File: src/rtl/uart_pkg.sv
// Shared UART framing constants, transmit state encoding and counter sizing helper.
package uart_pkg;

  localparam logic START_BIT  = 1'b0;
  localparam logic STOP_BIT   = 1'b1;
  localparam logic IDLE_LEVEL = 1'b1;
  localparam int unsigned FRAME_OVERHEAD = 2;

  typedef enum logic {
    IDLE = 1'b0,
    SEND = 1'b1
  } tx_state_e;

  // Counter width for n states, never below one bit so single-state counters still exist.
  function automatic int unsigned cnt_width(input int unsigned n);
    return (n > 1) ? $clog2(n) : 1;
  endfunction

endpackage

File: src/rtl/uart_tx_serializer.sv
// Serialises one word per start pulse as a UART frame: start bit, LSB-first data, stop bit.
module uart_tx_serializer
  import uart_pkg::*;
#(
  parameter int unsigned CLOCKS_PER_PULSE = 4,
  parameter int unsigned BITS_PER_WORD    = 8
) (
  input  logic                     clk,
  input  logic                     rst,
  input  logic                     start,
  input  logic [BITS_PER_WORD-1:0] word,
  output logic                     ready_c,
  output logic                     last_c,
  output logic                     tx
);

  localparam int unsigned BITS_PER_FRAME = BITS_PER_WORD + FRAME_OVERHEAD;
  localparam int unsigned PCW = cnt_width(CLOCKS_PER_PULSE);
  localparam int unsigned BCW = cnt_width(BITS_PER_FRAME);
  localparam logic [PCW-1:0] PULSE_LAST    = PCW'(CLOCKS_PER_PULSE - 1);
  localparam logic [BCW-1:0] BIT_STOP      = BCW'(BITS_PER_FRAME - 1);
  localparam logic [BCW-1:0] BIT_LAST_DATA = BCW'(BITS_PER_WORD);

  tx_state_e                state_q, state_d;
  logic [PCW-1:0]           pulse_cnt_q, pulse_cnt_d;
  logic [BCW-1:0]           bit_cnt_q, bit_cnt_d;
  logic [BITS_PER_WORD-1:0] shift_q, shift_d;
  logic                     tx_q, tx_d;

  always_ff @(posedge clk) begin
    if (rst) begin
      state_q     <= IDLE;
      pulse_cnt_q <= '0;
      bit_cnt_q   <= '0;
      shift_q     <= '0;
      tx_q        <= IDLE_LEVEL;
    end else begin
      state_q     <= state_d;
      pulse_cnt_q <= pulse_cnt_d;
      bit_cnt_q   <= bit_cnt_d;
      shift_q     <= shift_d;
      tx_q        <= tx_d;
    end
  end

  // Counters always describe the bit currently on the line; tx_d is the bit for the next cycle.
  always_comb begin
    state_d     = state_q;
    pulse_cnt_d = pulse_cnt_q;
    bit_cnt_d   = bit_cnt_q;
    shift_d     = shift_q;
    tx_d        = tx_q;

    last_c  = (state_q == SEND) && (pulse_cnt_q == PULSE_LAST) && (bit_cnt_q == BIT_STOP);
    ready_c = (state_q == IDLE) || last_c;

    unique case (state_q)
      IDLE: begin
        tx_d = IDLE_LEVEL;
        if (start) begin
          state_d     = SEND;
          shift_d     = word;
          tx_d        = START_BIT;
          pulse_cnt_d = '0;
          bit_cnt_d   = '0;
        end
      end
      SEND: begin
        if (pulse_cnt_q != PULSE_LAST) begin
          pulse_cnt_d = pulse_cnt_q + 1'b1;
        end else begin
          pulse_cnt_d = '0;
          if (bit_cnt_q == BIT_STOP) begin
            bit_cnt_d = '0;
            // A start in the final stop cycle chains the next frame with no idle gap.
            if (start) begin
              shift_d = word;
              tx_d    = START_BIT;
            end else begin
              state_d = IDLE;
              tx_d    = IDLE_LEVEL;
            end
          end else begin
            bit_cnt_d = bit_cnt_q + 1'b1;
            if (bit_cnt_q < BIT_LAST_DATA) begin
              tx_d    = shift_q[0];
              shift_d = shift_q >> 1;
            end else begin
              tx_d = STOP_BIT;
            end
          end
        end
      end
    endcase
  end

  assign tx = tx_q;

endmodule

File: src/rtl/axis_to_uart_tx.sv
// AXI-Stream slave that splits each beat into words and sends them LSB-word-first as UART frames.
module axis_to_uart_tx
  import uart_pkg::*;
#(
  parameter int unsigned CLOCKS_PER_PULSE = 4,
  parameter int unsigned W_IN             = 16,
  parameter int unsigned BITS_PER_WORD    = 8
) (
  input  logic            clk,
  input  logic            rst,
  input  logic [W_IN-1:0] s_data,
  input  logic            s_valid,
  output logic            s_ready,
  output logic            tx,
  output logic            busy
);

  localparam int unsigned NUM_WORDS = W_IN / BITS_PER_WORD;
  localparam int unsigned WCW = cnt_width(NUM_WORDS);
  localparam logic [WCW-1:0] WORD_LAST = WCW'(NUM_WORDS - 1);

  if ((W_IN % BITS_PER_WORD) != 0) begin : g_bad_width
    $error("axis_to_uart_tx: W_IN (%0d) must be a multiple of BITS_PER_WORD (%0d)", W_IN, BITS_PER_WORD);
  end
  if (CLOCKS_PER_PULSE < 1) begin : g_bad_pulse
    $error("axis_to_uart_tx: CLOCKS_PER_PULSE must be at least 1");
  end

  tx_state_e                                    state_q, state_d;
  logic [NUM_WORDS-1:0][BITS_PER_WORD-1:0]      beat_q, beat_d;
  logic [WCW-1:0]                               word_cnt_q, word_cnt_d;
  logic                                         busy_q, busy_d;

  logic                     hs_c;
  logic                     ser_start_c;
  logic [BITS_PER_WORD-1:0] ser_word_c;
  logic                     ser_ready_c;
  logic                     ser_last_c;

  always_ff @(posedge clk) begin
    if (rst) begin
      state_q    <= IDLE;
      beat_q     <= '0;
      word_cnt_q <= '0;
      busy_q     <= 1'b0;
    end else begin
      state_q    <= state_d;
      beat_q     <= beat_d;
      word_cnt_q <= word_cnt_d;
      busy_q     <= busy_d;
    end
  end

  // Ready depends only on registered state, so a new beat can land in the final stop cycle.
  always_comb begin
    state_d     = state_q;
    beat_d      = beat_q;
    word_cnt_d  = word_cnt_q;
    ser_start_c = 1'b0;
    ser_word_c  = s_data[BITS_PER_WORD-1:0];

    s_ready = !rst && ser_ready_c && ((state_q == IDLE) || (word_cnt_q == WORD_LAST));
    hs_c    = s_valid && s_ready;

    unique case (state_q)
      IDLE: begin
        if (hs_c) begin
          state_d     = SEND;
          beat_d      = s_data;
          word_cnt_d  = '0;
          ser_start_c = 1'b1;
        end
      end
      SEND: begin
        if (ser_last_c) begin
          if (word_cnt_q != WORD_LAST) begin
            word_cnt_d  = word_cnt_q + 1'b1;
            ser_start_c = 1'b1;
            ser_word_c  = beat_q[word_cnt_q + 1'b1];
          end else if (hs_c) begin
            beat_d      = s_data;
            word_cnt_d  = '0;
            ser_start_c = 1'b1;
          end else begin
            state_d = IDLE;
          end
        end
      end
    endcase

    busy_d = (state_d == SEND);
  end

  uart_tx_serializer #(
    .CLOCKS_PER_PULSE(CLOCKS_PER_PULSE),
    .BITS_PER_WORD   (BITS_PER_WORD)
  ) u_ser (
    .clk    (clk),
    .rst    (rst),
    .start  (ser_start_c),
    .word   (ser_word_c),
    .ready_c(ser_ready_c),
    .last_c (ser_last_c),
    .tx     (tx)
  );

  assign busy = busy_q;

endmodule

File: config.mk
export PLATFORM = sky130hd
export DESIGN_NAME = axis_to_uart_tx
export DESIGN_NICKNAME = d
export VERILOG_FILES = /design/src/rtl/uart_pkg.sv /design/src/rtl/uart_tx_serializer.sv /design/src/rtl/axis_to_uart_tx.sv
export SDC_FILE = /design/constraint.sdc
export NUM_CORES = 1
export LEC_CHECK = 0
export CAP_MARGIN = 20
export CORE_MARGIN = 1.5
export CORE_UTILIZATION = 46
export DETAILED_ROUTE_END_ITERATION = 7
export GPL_TIMING_DRIVEN = 0
export PLACE_DENSITY_LB_ADDON = 0.1
export SLEW_MARGIN = 30
export SYNTH_ARGS = -nofsm -noshare
export SYNTH_HDL_FRONTEND = slang
export SYNTH_SLANG_ARGS = --single-unit
export TNS_END_PERCENT = 20
File: constraint.sdc
create_clock -name clk -period 1.5 [get_ports clk]
set_input_delay 0.3 -clock clk [delete_from_list [all_inputs] [get_ports clk]]
set_output_delay 0.3 -clock clk [all_outputs]
set_load 0.05 [all_outputs]
==> results of run 1 <==
## synth_stat cells (2+ instances only)
master and count:
buf_4 4, a21oi_1 13, nand2b_1 3, inv_1 6
xor2_1 3, clkbuf_1 2, o21ai_0 4, o221a_1 6
nor2_1 8, o221a_2 6, dfxtp_1 26, nand3_1 3
o22ai_1 2, nand2_1 20
## logic make-up (layout without fill, tap and decap cells)
logic type,Yosys count,after routing
adder cells (fa/ha/maj),1,1
buffers and inverters,13,42
AND/OR/NAND/NOR,48,48
XOR/XNOR,3,3
AO/OA/AOI/OAI,45,45
flip-flops,26,26
## flip-flops by register name, summed over array words and instances (netlist names)
name and count:
u_ser.shift_q 8, u_ser.tx 1, u_ser.bit_cnt_q 4, u_ser.pulse_cnt_q 2, word_cnt_q 1, u_ser.state_q 1
beat_q 8, busy 1
## tightest hold or removal path, delay by kind of cell, from the launching register on
kind / cells / cell delay [ns]
flip-flops: 1 / 0.34
AND/OR/NAND/NOR: 1 / 0.05
AO/OA/AOI/OAI: 1 / 0.05
## where the power goes
part	switching, mW	leakage (nW)	internal (mW)
registers	0.0249	0.216	0.723
clock network	0.221	0.0279	0.271
logic	0.122	0.361	0.123
## path summary, 6_finish.rpt
path	depth (start not counted)	slack, ns	end
worst max-delay path	4	-0.25	s_ready
worst min-delay path	2	0.47	beat_q[15]$_SDFFE_PP0P_
worst max register to register	5	-0.16	u_ser.shift_q[1]$_SDFFE_PP0P_
worst min register to register	2	0.47	beat_q[15]$_SDFFE_PP0P_
## per-stage QoR
| step | std cells | hold WS (ns) |
|---|---|---|
| 4_1_cts | 194 | 0.470 |
| 2_1_floorplan | 136 | 0.436 |
| 6_report | 196 | 0.468 |
| 3_3_place_gp | 188 | 0.449 |
| 5_1_grt | 196 | 0.480 |
| 3_5_place_dp | 188 | 0.450 |
## timing repair
item,CTS,global route
pin swaps,4,3
hold buffers,0,0
endpoints found under the setup margin,26,25
setup buffers,3,2
gates resized for setup,24,1
endpoints found under the hold margin,0,0
## per-layer routing
| layer | global-route usage [%] | vias to the layer above | share of wire [%] |
|---|---|---|---|
| met3 | 5.12 | 7 | 4.6 |
| met2 | 34.9 | 25 | 46 |
| met1 | 29.0 | 547 | 47 |
| met5 | 0 | - | 0 |
| li1 | - | 570 | - |
| met4 | 6.46 | 0 | 1.7 |
## layout by cell type (no fill, tap or decap), drive strengths merged, types with 2 or more instances in the layout
master / count
nand2: 20
o2111ai: 2
o221a: 12
dfxtp: 26
nor3: 2
o21ai: 4
clkbuf: 5
a21oi: 14
buf: 10
xor2: 3
nand3: 4
o22ai: 2
nor2: 8
clkdlybuf4s50: 17
clkdlybuf4s15: 2
nand2b: 3
inv: 6
## cell type report
class | instances | area (µm²)
Multi-Input combinational cell | 97 | 761
Tap cell | 31 | 38.8
Buffer | 6 | 55.1
Inverter | 6 | 22.5
Clock inverter | 1 | 30.0
Fill cell | 248 | 1000
Timing Repair Buffer | 26 | 249
Clock buffer | 3 | 22.5
Sequential cell | 26 | 531
==> flow_summary.yaml, run 1 <==
status:
  status: "complete, but fails checks"
  violations: "setup timing"
critical_path:
  crit_buf_inv: 1
  critical_path_arrival_ns: 1.45
  cp_cell_sequence: "and4bb_4 > a21oi_4 > nor3_4 > buf_6"
  max_stage_delay_ns: 0.35
  crit_required_ns: 1.20
  crit_path_end_kind: "output pin"
  path_max_fanout: 2
  start_kind: "flop"
  crit_path_start: "u_ser.bit_cnt_q[2]$_SDFFE_PP0P_"
  crit_family: "simple AND/OR/NAND/NOR gates"
  r2r-start: "u_ser.bit_cnt_q[2]$_SDFFE_PP0P_"
  critPathSlowestCell: "dfxtp_2"
  path_class: "reg -> out"
floorplanning:
  die_x_um: 55.9
  std_cell_rows: 19
  fp.dieH_um: 55.9
  ios: 22
  initial_utilization_pct: 47.5
  core_area_mm2: 0.00271
  die-area_mm2: 0.00313
timing:
  rsz0062_at_grt: "true"
  fmax_mhz: 572
  post-route-min-period_ns: 1.75
  fin_tns_setup_ns: -1.61
  clock_skew_ns: 0.00527
  fin_ws_ns: -0.250
  final-setup-viol-count: 20
  timing.final.crit_share_pct: 117
  finalHoldViolations: 0
  slew_violations: 0
  slew_headroom_pct: 68.4
  tightestPinTransition_ns: 0.476
cells_and_area:
  num_antenna_cells: 0
  fin_area_mm2: 0.00171
  final_util_pct: 63.1
  nets: 186
  drive_above_1_share_pct: 26.7
  syn_to_final_growth_pct: 32.8
synthesis:
  synth-seq-cells: 26
  yosysWarningCount: 0
  synth_area_mm2: 0.00129
  yosys.cell_types.count: 44
  synthMuxAreaShare_pct: 0
  synth_nets: 156
  syn_inst: 136
  synth_compound_area_share_pct: 31.0
  synth_edf_count: 0
  synth_top_cell_by_area: "dfxtp_1"
  synth_fa_ha_area_share_pct: 0.972
  avgSynthCellArea_um2: 9.47
  synthXorXnorAreaFrac_pct: 2.04
  synth_top_family_by_area: "compound AO/OA/AOI/OAI gates"
  synth.area.top_cells: "dfxtp_1 40%, nand2_1 5.8%, o221a_1 5.2%"
  netlist.area_leader.share_pct: 40.4
  synthArstFlopShare_pct: 0
  synthFlopType: "dfxtp_1"
  synth_seq_area_share_pct: 40.4
  synthSimpleGateAreaFrac_pct: 20.5
cts:
  cts_tree: "yes"
  insertion_delay_ns: 0.33
  cts_buffer_depth: 2
  numCtsBuffers: 3
  cts_htree_levels: 1
  clk_pin_slew_ns: 0.15
  clockRootBuffer: "clkbuf_4"
  cts_sinks: 26
power:
  p_per_area_mw_per_mm2: 868
  leakagePower_nw: 0.605
  finalPower_mw: 1.48
  peakVddDrop_v: 0.000741
route:
  antenna_left: 0
  first_iter_violations: 34
  vias: 1149
  wl_per_cell_um: 15.9
  drc: 0
  routed_wl_um: 3110
  vias_per_cell: 5.86
  dr.pass1.iters: 4
place:
  place_area_mm2: 0.00160
  gp_congestion: 0.754
  dp_slack_ns: -1.01
  port-buffer-count: 21
  dpl.hpwl_um: 2170
global_routing:
  groute.usage.overall_pct: 21.7
  antenna_found_initial: 0
  grt_pass1_wl_um: 5350
  grt_overflow_total: 0
  grt_max_degree: 16
  grt_pass1_vias: 1139
flow_run:
  maxCapViolCount: 0
min_path:
  hold_path.startpoint: "beat_q[15]$_SDFFE_PP0P_"
  hold_path.class: "reg -> reg"
Note: power is estimated with default switching activity, not from simulation.
==> run 2, diff against run 1 <==
--- a/config.mk
+++ b/config.mk
@@ -10,7 +10,7 @@
 export CORE_UTILIZATION = 46
 export DETAILED_ROUTE_END_ITERATION = 7
 export GPL_TIMING_DRIVEN = 0
-export PLACE_DENSITY_LB_ADDON = 0.1
+export PLACE_DENSITY = 0.74
 export SLEW_MARGIN = 30
 export SYNTH_ARGS = -nofsm -noshare
 export SYNTH_HDL_FRONTEND = slang
==> run 2 against run 1 <==
  * The run still ends with setup timing left
  * Via count increased by 3.5%
  * Maximum frequency increased by 4.0%
  * Critical path depth unchanged
  * First-iteration DRC count decreased by 2.9%
  * Count of clock-buffer cells in the layout unchanged
  * Routed wire length increased by 3.9%
  * Clock power about the same
  * Combinational power increased by 4%
  * Final cell count increased by 2.0%
  * Setup slack improved by 0.067 ns
  * Register-to-register slack about the same
  * Non-clock buffer count increased by 4
==> flow_summary.yaml, run 2 (synthesis results as in run 1) <==
route:
  first_iter_violations: 33
  antenna_left: 0
  routed_wl_um: 3230
  vias_per_cell: 5.95
  drc: 0
  vias: 1189
  dr.pass1.iters: 4
  wl_per_cell_um: 16.1
floorplanning:
  ios: 22
  initial_utilization_pct: 47.5
  fp.dieH_um: 55.9
  die-area_mm2: 0.00313
  std_cell_rows: 19
  core_area_mm2: 0.00271
  die_x_um: 55.9
cts:
  cts_tree: "yes"
  cts_htree_levels: 1
  insertion_delay_ns: 0.33
  clockRootBuffer: "clkbuf_4"
  cts_sinks: 26
  ctsHoldBuffers: 0
  cts_buffer_depth: 2
  clk_pin_slew_ns: 0.15
  numCtsBuffers: 3
global_routing:
  globalRouteMet1Util_pct: 29.4
  grt.busiest_layer: "met2"
  use_met2_pct: 33.5
  grt_overflow_total: 0
  grt_pass1_wl_um: 5260
  grt_max_degree: 16
  groute.usage.overall_pct: 21.1
  antenna_found_initial: 0
  gr-usage-met3_pct: 6.28
  grt_pass1_vias: 1119
power:
  leakagePower_nw: 0.650
  peakVddDrop_v: 0.000790
  finalPower_mw: 1.50
  p_per_area_mw_per_mm2: 849
timing:
  clock_skew_ns: 0.00462
  final-setup-viol-count: 18
  fin_ws_ns: -0.183
  slew_violations: 0
  slew_headroom_pct: 71.1
  timing.final.crit_share_pct: 112
  fmax_mhz: 594
  tightestPinTransition_ns: 0.432
  post-route-min-period_ns: 1.68
  finalHoldViolations: 0
  rsz0062_at_grt: "true"
place:
  port-buffer-count: 21
  gp_congestion: 0.763
  dp_slack_ns: -1.02
  dpl.hpwl_um: 2220
critical_path:
  path_class: "reg -> out"
  critical_path_arrival_ns: 1.38
  crit_path_end_kind: "output pin"
  start_kind: "flop"
  crit_required_ns: 1.20
  path_max_fanout: 6
cells_and_area:
  nets: 190
  final_common_cell: "nand2_1"
  num_antenna_cells: 0
  fillCellCount: 226
  syn_to_final_growth_pct: 37.1
  final_cell_mix: "20 x nand2_1, 17 x dfxtp_1, 16 x clkdlybuf4s50_1"
  drive_above_1_share_pct: 32.5
  largestRegisters: "beat_q (8), u_ser.shift_q (8), u_ser.bit_cnt_q (4)"
min_path:
  hold_path.class: "in -> reg"
status:
  violations: "setup timing"
  status: "complete, but fails checks"
flow_run:
  maxCapViolCount: 0
-- run 2: cell type report --
| class | count | area (µm²) | share of cell area (%) |
|---|---|---|---|
| clock inverter | 1 | 30.0 | 1.70 |
| tap | 31 | 38.8 | 2.20 |
| multi-input combinational | 97 | 787 | 44.6 |
| clock buffer | 3 | 22.5 | 1.28 |
| buffer | 5 | 43.8 | 2.48 |
| inverter | 6 | 26.3 | 1.49 |
| sequential | 26 | 532 | 30.1 |
| timing repair buffer | 31 | 285 | 16.2 |
-- run 2: timing repair --
action                                  in CTS  in global routing
hold endpoints to repair                     0                  0
gates resized for setup                     24                 15
buffers inserted                             3                  7
endpoints found under the setup margin      28                 25
pin swaps                                    1                 13
-- run 2: critical path, cell delays in order, from the launching register on --
cell and delay (ns):
dfxtp_2 0.42, and4bb_4 0.28, a21oi_4 0.06, nor3_4 0.12
buf_6 0.18
-- run 2: routing by layer --
layer / share of wire [%] / wire length, µm
met2: 48 / 1540
met4: 0.40 / 13
met5: 0 / 0
met1: 46 / 1500
met3: 5.6 / 180
-- run 2: per-stage QoR --
step / setup TNS (ns) / cells / utilization, % / cell area (µm²) / hold WS (ns)
after floorplan: -0.0336 / 136 / - / 1350 / 0.436
after global placement: -11.65 / 188 / 59.0 / 1600 / 0.446
after detailed placement: -12.23 / 188 / 59.0 / 1600 / 0.452
after CTS: -1.41 / 194 / 62.5 / 1690 / 0.473
after global routing: -2.84 / 200 / 65.1 / 1770 / 0.461
final: -1.65 / 200 / 65.1 / 1770 / 0.436
-- run 2: where the power goes --
group          leakage (nW)  switching, mW  total [mW]  internal (mW)
Clock                0.0279          0.223       0.493          0.270
Combinational         0.406          0.128       0.256          0.128
Sequential            0.216         0.0264       0.750          0.724
Total                 0.650          0.377        1.50           1.12
-- run 2: final timing paths --
path,slack [ns],endpoint,cells after the start,startpoint
max,-0.18,s_ready,4,u_ser.bit_cnt_q[0]$_SDFFE_PP0P_
min,0.44,busy$_SDFF_PP0_,3,s_valid
max reg2reg,-0.17,u_ser.shift_q[6]$_SDFFE_PP0P_,5,u_ser.bit_cnt_q[0]$_SDFFE_PP0P_
min reg2reg,0.47,beat_q[10]$_SDFFE_PP0P_,2,beat_q[10]$_SDFFE_PP0P_
